File: config.mk
export PLATFORM = sky130hd
export DESIGN_NAME = instr_sequencer_flat
export DESIGN_NICKNAME = d
export VERILOG_FILES = /design/src/rtl/instr_sequencer_if.sv /design/src/rtl/instr_sequencer.sv /design/src/flat_wrapper.sv
export SDC_FILE = /design/constraint.sdc
export NUM_CORES = 1
export LEC_CHECK = 0
export BUFFER_PORTS_ARGS = -buffer_cell sky130_fd_sc_hd__buf_2
export CELL_PAD_IN_SITES_DETAIL_PLACEMENT = 0
export CELL_PAD_IN_SITES_GLOBAL_PLACEMENT = 1
export CORE_MARGIN = 5
export CORE_UTILIZATION = 32
export DETAILED_ROUTE_END_ITERATION = 8
export HOLD_SLACK_MARGIN = 0.05
export PLACE_DENSITY = 0.85
export REMOVE_ABC_BUFFERS = 1
export SYNTH_ARGS = -nofsm -noshare
export SYNTH_HDL_FRONTEND = slang
export SYNTH_SLANG_ARGS = --single-unit
File: constraint.sdc
create_clock -name clk -period 1.8 [get_ports clk]
set_input_delay 0.54 -clock clk [delete_from_list [all_inputs] [get_ports clk]]
set_output_delay 0.54 -clock clk [all_outputs]
set_load 0.1 [all_outputs]
File: src/rtl/instr_sequencer_if.sv
// Instruction-memory fetch handshake between the sequencer (master) and the memory (slave).
interface instr_sequencer_if;
  logic        imem_req;
  logic [7:0]  imem_addr;
  logic        imem_ack;
  logic [15:0] imem_rdata;

  modport master (
    output imem_req,
    output imem_addr,
    input  imem_ack,
    input  imem_rdata
  );

  modport slave (
    input  imem_req,
    input  imem_addr,
    output imem_ack,
    output imem_rdata
  );
endinterface

File: src/rtl/instr_sequencer.sv
// Multi-cycle fetch/decode/execute/writeback sequencer with registered control outputs.
// Define SEQ_SINGLE_STEP_EN to add the step input and a PAUSE state after each writeback.
module instr_sequencer (
  input  logic                     clk,
  input  logic                     rst_n,
  input  logic                     run,
`ifdef SEQ_SINGLE_STEP_EN
  input  logic                     step,
`endif
  instr_sequencer_if.master        imem,
  output logic [5:0]               opcode,
  input  logic                     cu_alu_enable,
  input  logic                     cu_reg_write,
  output logic                     alu_en,
  output logic                     reg_write_en,
  output logic [7:0]               pc,
  output logic                     busy,
  output logic                     halted
);

  localparam logic [5:0] HaltOp = 6'b111111;

`ifdef SEQ_SINGLE_STEP_EN
  typedef enum logic [2:0] {
    StIdle, StFetch, StDecode, StExecute, StWriteback, StHalt, StPause
  } state_e;
`else
  typedef enum logic [2:0] {
    StIdle, StFetch, StDecode, StExecute, StWriteback, StHalt
  } state_e;
`endif

  state_e      state_q;
  logic [7:0]  pc_q;
  logic [15:0] ir_q;
  logic        req_q;
  logic        alu_q;
  logic        rw_q;
  logic        busy_q;
  logic        halted_q;

  assign opcode         = ir_q[15:10];
  assign pc             = pc_q;
  assign imem.imem_addr = pc_q;
  assign imem.imem_req  = req_q;
  assign alu_en         = alu_q;
  assign reg_write_en   = rw_q;
  assign busy           = busy_q;
  assign halted         = halted_q;

  // Outputs are registered alongside the state, so each one is set on the edge that
  // enters the state in which it must be visible.
  always_ff @(posedge clk) begin
    if (!rst_n) begin
      state_q  <= StIdle;
      pc_q     <= 8'd0;
      ir_q     <= 16'd0;
      req_q    <= 1'b0;
      alu_q    <= 1'b0;
      rw_q     <= 1'b0;
      busy_q   <= 1'b0;
      halted_q <= 1'b0;
    end else begin
      alu_q <= 1'b0;
      rw_q  <= 1'b0;
      unique case (state_q)
        StIdle: begin
          if (run) begin
            state_q <= StFetch;
            req_q   <= 1'b1;
            busy_q  <= 1'b1;
          end
        end
        StFetch: begin
          if (imem.imem_ack) begin
            ir_q    <= imem.imem_rdata;
            req_q   <= 1'b0;
            state_q <= StDecode;
          end
        end
        StDecode: begin
          // The control unit decodes opcode combinationally; its outputs settle here.
          if (ir_q[15:10] == HaltOp) begin
            state_q  <= StHalt;
            busy_q   <= 1'b0;
            halted_q <= 1'b1;
          end else begin
            state_q <= StExecute;
            alu_q   <= cu_alu_enable;
          end
        end
        StExecute: begin
          state_q <= StWriteback;
          rw_q    <= cu_reg_write;
        end
        StWriteback: begin
          pc_q <= pc_q + 8'd1;
`ifdef SEQ_SINGLE_STEP_EN
          state_q <= StPause;
`else
          state_q <= StFetch;
          req_q   <= 1'b1;
`endif
        end
`ifdef SEQ_SINGLE_STEP_EN
        StPause: begin
          if (step) begin
            state_q <= StFetch;
            req_q   <= 1'b1;
          end
        end
`endif
        StHalt: begin
          state_q <= StHalt;
        end
        default: begin
          state_q  <= StIdle;
          req_q    <= 1'b0;
          busy_q   <= 1'b0;
          halted_q <= 1'b0;
        end
      endcase
    end
  end

endmodule

File: src/flat_wrapper.sv
// flat-port wrapper written by rule: the top's interface ports become plain ports
module instr_sequencer_flat 
  (clk, rst_n, run, opcode, cu_alu_enable, cu_reg_write, alu_en, reg_write_en, pc, busy, halted, imem_imem_req, imem_imem_addr, imem_imem_ack, imem_imem_rdata);
  instr_sequencer_if imem_i ();
  input  logic clk;
  input  logic rst_n;
  input  logic run;
  output logic [5:0] opcode;
  input  logic cu_alu_enable;
  input  logic cu_reg_write;
  output logic alu_en;
  output logic reg_write_en;
  output logic [7:0] pc;
  output logic busy;
  output logic halted;
  output wire logic [$bits(imem_i.imem_req)-1:0] imem_imem_req;
  output wire logic [$bits(imem_i.imem_addr)-1:0] imem_imem_addr;
  input wire logic [$bits(imem_i.imem_ack)-1:0] imem_imem_ack;
  input wire logic [$bits(imem_i.imem_rdata)-1:0] imem_imem_rdata;
  assign imem_imem_req = imem_i.imem_req;
  assign imem_imem_addr = imem_i.imem_addr;
  assign imem_i.imem_ack = imem_imem_ack;
  assign imem_i.imem_rdata = imem_imem_rdata;
  instr_sequencer u_core (.clk(clk), .rst_n(rst_n), .run(run), .imem(imem_i), .opcode(opcode), .cu_alu_enable(cu_alu_enable), .cu_reg_write(cu_reg_write), .alu_en(alu_en), .reg_write_en(reg_write_en), .pc(pc), .busy(busy), .halted(halted));
endmodule
Word-level counts from Yosys, hierarchy flattened
Cells that the tools add are included.
{"block": "word_totals", "register_bits": 32}
{"block": "op_classes", "addsub": 1, "n_eq_ne": 9, "n_mux": 11, "bitwise_logic": 5, "reduce_logical": 11}
{"operator": "3-bit one-hot mux with 6 select lines", "n": 1}
{"operator": "3-bit 2-to-1 mux", "n": 3}
{"operator": "8-bit by 1-bit adder with 8-bit output (second input constant)", "n": 1}
{"operator": "2-bit AND reduction", "n": 4}
{"operator": "3-bit by 2-bit == test with 1-bit output (second input constant)", "n": 2}
{"operator": "3-bit == test (second input constant)", "n": 2}
{"operator": "6-bit == test (second input constant)", "n": 1}
{"operator": "3-bit AND reduction", "n": 2}
{"operator": "3-bit OR reduction", "n": 2}
{"operator": "1-bit NOT", "n": 5}
{"operator": "5-bit OR reduction", "n": 1}
{"operator": "1-bit 2-to-1 mux", "n": 4}
{"operator": "2-bit inequality test (second input constant)", "n": 2}
{"operator": "1-bit one-hot mux with 4 select lines", "n": 1}
{"operator": "4-bit OR reduction", "n": 1}
{"operator": "3-bit by 1-bit == test with 1-bit output (second input constant)", "n": 1}
{"operator": "3-bit zero test", "n": 1}
{"operator": "1-bit one-hot mux with 3 select lines", "n": 1}
{"operator": "2-bit by 1-bit inequality test with 1-bit output (second input constant)", "n": 1}
{"operator": "1-bit one-hot mux with 2 select lines", "n": 1}

Depth between registers and ports, before layout
{"block": "depth", "word_depth": 4, "depth_mapped": 5, "depth_no_buf": 4}

Worst setup path before layout
No wires, ideal clock.
{"block": "synth_timing", "path_kind": "register to register", "from": "register u_core.pc_q[0], in the netlist u_core.imem.imem_addr[0]", "to": "register u_core.pc_q[6], in the netlist u_core.imem.imem_addr[6]", "t_arrival_ps": 1937, "t_required_ps": 1724, "path_slack_ps": -212, "stages_incl_launch_ff": 5, "path_buffers": 0, "period_less_slack_ps": 2012, "path_cell_list": "dfxtp_1 -> ha_1 -> nand4bb_1 -> or3_1 -> a21boi_0"}
{"block": "synth_between", "elab_chain_cells": 1}
{"element": "from (decl)", "line": "instr_sequencer.sv:34", "text": "logic [7:0] pc_q;"}
{"element": "from (signal assigned)", "line": "instr_sequencer.sv:97", "text": "pc_q <= pc_q + 8'd1;"}
{"element": "8-bit by 1-bit adder with 8-bit output", "line": "instr_sequencer.sv:97"}
Every way passes these cells.
A chain may end at the register's enable or synchronous reset.

Worst setup path after layout
{"block": "layout_timing", "from": "register u_core.pc_q[2], in the netlist u_core.imem.imem_addr[2]", "to": "output port pc[2]"}
{"element": "to (decl)", "line": "flat_wrapper.sv:13", "text": "output logic [7:0] pc;"}
No word-level cell between the ends.

==> reports/metrics.yaml <==
setup_path:
  cp_top_family: "buffers and inverters"
  slowest_delay_ns: 0.47
  crit_fanout: 7
  cp.arrival_ns: 1.23
  path_cells: "buf_2"
  crit_buf_inv: 1
  crit_path_end_kind: "primary output"
  slowest_stage: "buf_2"
  startpoint_type: "flop"
  cp_data_required_time_ns: 1.26
  r2r_setup_slack_ns: 0.25
  path_class: "reg2out"
power:
  cellInternalPower_uw: 632
  p_per_area_nw_per_um2: 729
  pwr-share-comb_pct: 21.1
  power_leakage_nw: 0.537
  ir_drop_v: 0.000577
  switchingPower_uw: 292
  pwr-share-clk_pct: 23.4
  switching_share_pct: 31.6
  pwr-share-seq_pct: 55.5
routing:
  dr.max_layer_used: "met4"
  wl_microns: 2240
  viasPerCell: 4.69
  met1_length_microns: 989
  vias: 901
  ant_nets: 0
  wl_per_cell_microns: 11.7
  met2_wirelength_microns: 1070
  drt_iter0_drc: 24
  wl_met3_microns: 164
  drc: 0
  first_pass_iters: 4
clock_tree:
  cts_made_buffers: 3
  cts_max_path_buffers: 2
  postCtsHoldBufs: 0
  ctsRootBufferMaster: "clkbuf_4"
  clkTransAtPathRegs_ns: 0.11
  ctsHtreeMaxLevel: 1
  cts_tree: "built"
  clkLatencyLatePin_ns: 0.30
  cts_sinks: 22
floorplan:
  die_w_microns: 67.5
  rows: 20
  dieArea_sq_um: 4560
  start_util_pct: 34.2
  ioPinCount: 49
  core-area_sq_um: 3100
  die_h_microns: 67.5
layout:
  n_antenna_cell: 0
  layout.nets: 173
  n_fill_cell: 328
  layout-drive-gt1-share_pct: 32.4
  area_growth_pct: 19.6
yosys:
  synthSimpleGateAreaFrac_pct: 24.9
  ys_warn_count: 0
  async_flop_share_pct: 0
  synth-seq-cells: 22
  ys_seq_area_share_pct: 41.6
  synth_top_area_share_pct: 41.6
  synth_commonest_cells: "dfxtp_1 (22), nand2_1 (10), nor2b_1 (10)"
  synth.most_common_cell: "dfxtp_1"
  synth_top_family_by_area: "simple AND/OR/NAND/NOR gates"
  synthTopCellsByArea: "dfxtp_1 (42%), mux2i_1 (6.6%), nor2b_1 (5.9%), buf_4 (5.7%), nand2_1 (3.5%)"
  synthAdderAreaFrac_pct: 1.18
  ys.flop_type: "dfxtp_1"
  synthesis.area_sq_um: 1060
  yosys.cell_types.count: 36
  synthMuxAreaShare_pct: 6.61
  synth_edf_count: 0
  synth_area_per_cell_sq_um: 8.98
  synth_xor_area_share_pct: 1.65
  synth_top_area_cell: "dfxtp_1"
  netlist_instances: 118
  synth_compound_area_share_pct: 14.0
global_route:
  antenna_found_initial: 0
  grt_pass1_vias: 847
  grt_usage_pct: 10.3
  grt_max_degree: 15
  grt.overflow.total: 0
  grt_pass1_wl_microns: 3640
placed_design:
  io_buffer_count: 38
  gp_congestion: 0.786
  dp_hpwl_microns: 1710
  pre_cts_ws_ns: 0.281
timing:
  maxSlewViolCount: 0
  finClkSkew_ns: 0.00199
  hold_viol: 0
  setup_viol: 0
  maxSlewHeadroom_pct: 67.4
  tightest_slew_ns: 0.492
  grt_setup_unrepaired: "true"
  period_minus_slack_ns: 1.77
  max_freq_mhz: 565
  finalCritPeriodShare_pct: 98.3
  fin_ws_ns: 0.0310
  hold_ws_ns: 0.441
run:
  max-cap-violations: 0
hold_path:
  hold_path.class: "in2reg"
outcome:
  status: "completed"
routing by layer:
| layer | vias to the layer above | track usage [%] |
|---|---|---|
| li1 | 466 | - |
| met1 | 403 | 12.2 |
| met2 | 30 | 17.3 |
| met3 | 2 | 3.00 |
| met4 | 0 | 4.56 |
| met5 | - | 0 |
state kept, by name, indices dropped and copies added (netlist names):
| signal | count |
|---|---|
| u_core.halted | 1 |
| u_core.state_q | 3 |
| u_core.ir_q | 6 |
| u_core.imem.imem_addr | 8 |
| u_core.imem.imem_req | 1 |
| u_core.reg_write_en | 1 |
| u_core.alu_en | 1 |
| u_core.busy | 1 |
repair_timing:
| item | CTS | global route |
|---|---|---|
| resized for setup | 0 | 2 |
| setup buffers | 0 | 0 |
| setup endpoints to repair | 0 | 4 |
cell type report:
type | count | area, sq um | area share [%]
multi-input cells | 78 | 513 | 40.5
flip-flops and latches | 22 | 440 | 34.7
repair buffers | 42 | 225 | 17.8
well taps | 44 | 55.1 | 4.34
clock buffers | 3 | 22.5 | 1.78
inverters | 3 | 11.3 | 0.888
worst paths after layout:
| check | start | endpoint | depth (start not counted) |
|---|---|---|---|
| worst max-delay path | u_core.imem.imem_addr[2]$_SDFFE_PN0P_ | pc[2] | 1 |
| worst min-delay path | cu_alu_enable | u_core.alu_en$_SDFF_PP0_ | 3 |
| worst max register to register | u_core.state_q[1]$_SDFFE_PN0P_ | u_core.imem.imem_addr[5]$_SDFFE_PN0P_ | 3 |
| worst min register to register | u_core.imem.imem_addr[7]$_SDFFE_PN0P_ | u_core.imem.imem_addr[7]$_SDFFE_PN0P_ | 2 |
per-stage QoR:
step	total power, mW	util (%)	TNS (ns)	area (sq um)	cells
after global routing	0.971	40.8	-0.0753	1270	192
after CTS	0.937	40.7	0	1260	192
after floorplan	0.669	-	-11.37	965	103
final	0.924	40.8	0	1270	192
after detailed placement	0.720	40.0	0	1240	189
after global placement	0.717	40.0	0	1240	189
power groups by stage:
stage	clock network (mW)	logic, mW	registers (mW)
after global placement	0	0.193	0.524
after floorplan	0	0.0476	0.622
final	0.217	0.195	0.513
after global routing	0.248	0.207	0.516
after detailed placement	0	0.195	0.524
after CTS	0.227	0.196	0.513
placed cells by master (no fill, tap or decap), drive strengths merged:
cell type,count
buf,40
dfxtp,22
nor2b,10
nand2,10
mux2i,7
o21ai,7
clkbuf,5
a21boi,5
nand3,4
nor2,4
inv,3
or4,2
or3,2
nand2b,2
o311ai,2
xnor2,2
and2,2
a21oi,2
nand4,2
nor4,2
and4bb,1
or3b,1
o31ai,1
nand4bb,1
o41ai,1
o21ba,1
a211o,1
a211oi,1
nand3b,1
a31oi,1
or2,1
nor3,1
ha,1
logic make-up after synthesis:
family | count (synthesis)
DFF | 22
AOI/OAI and AO/OA | 22
adders and majority gates | 1
xor gates and xnor gates | 2
and+or+nand+nor | 46
buffers and inverters | 18
muxes | 7
No activity file was read; power rests on OpenSTA's default activity.
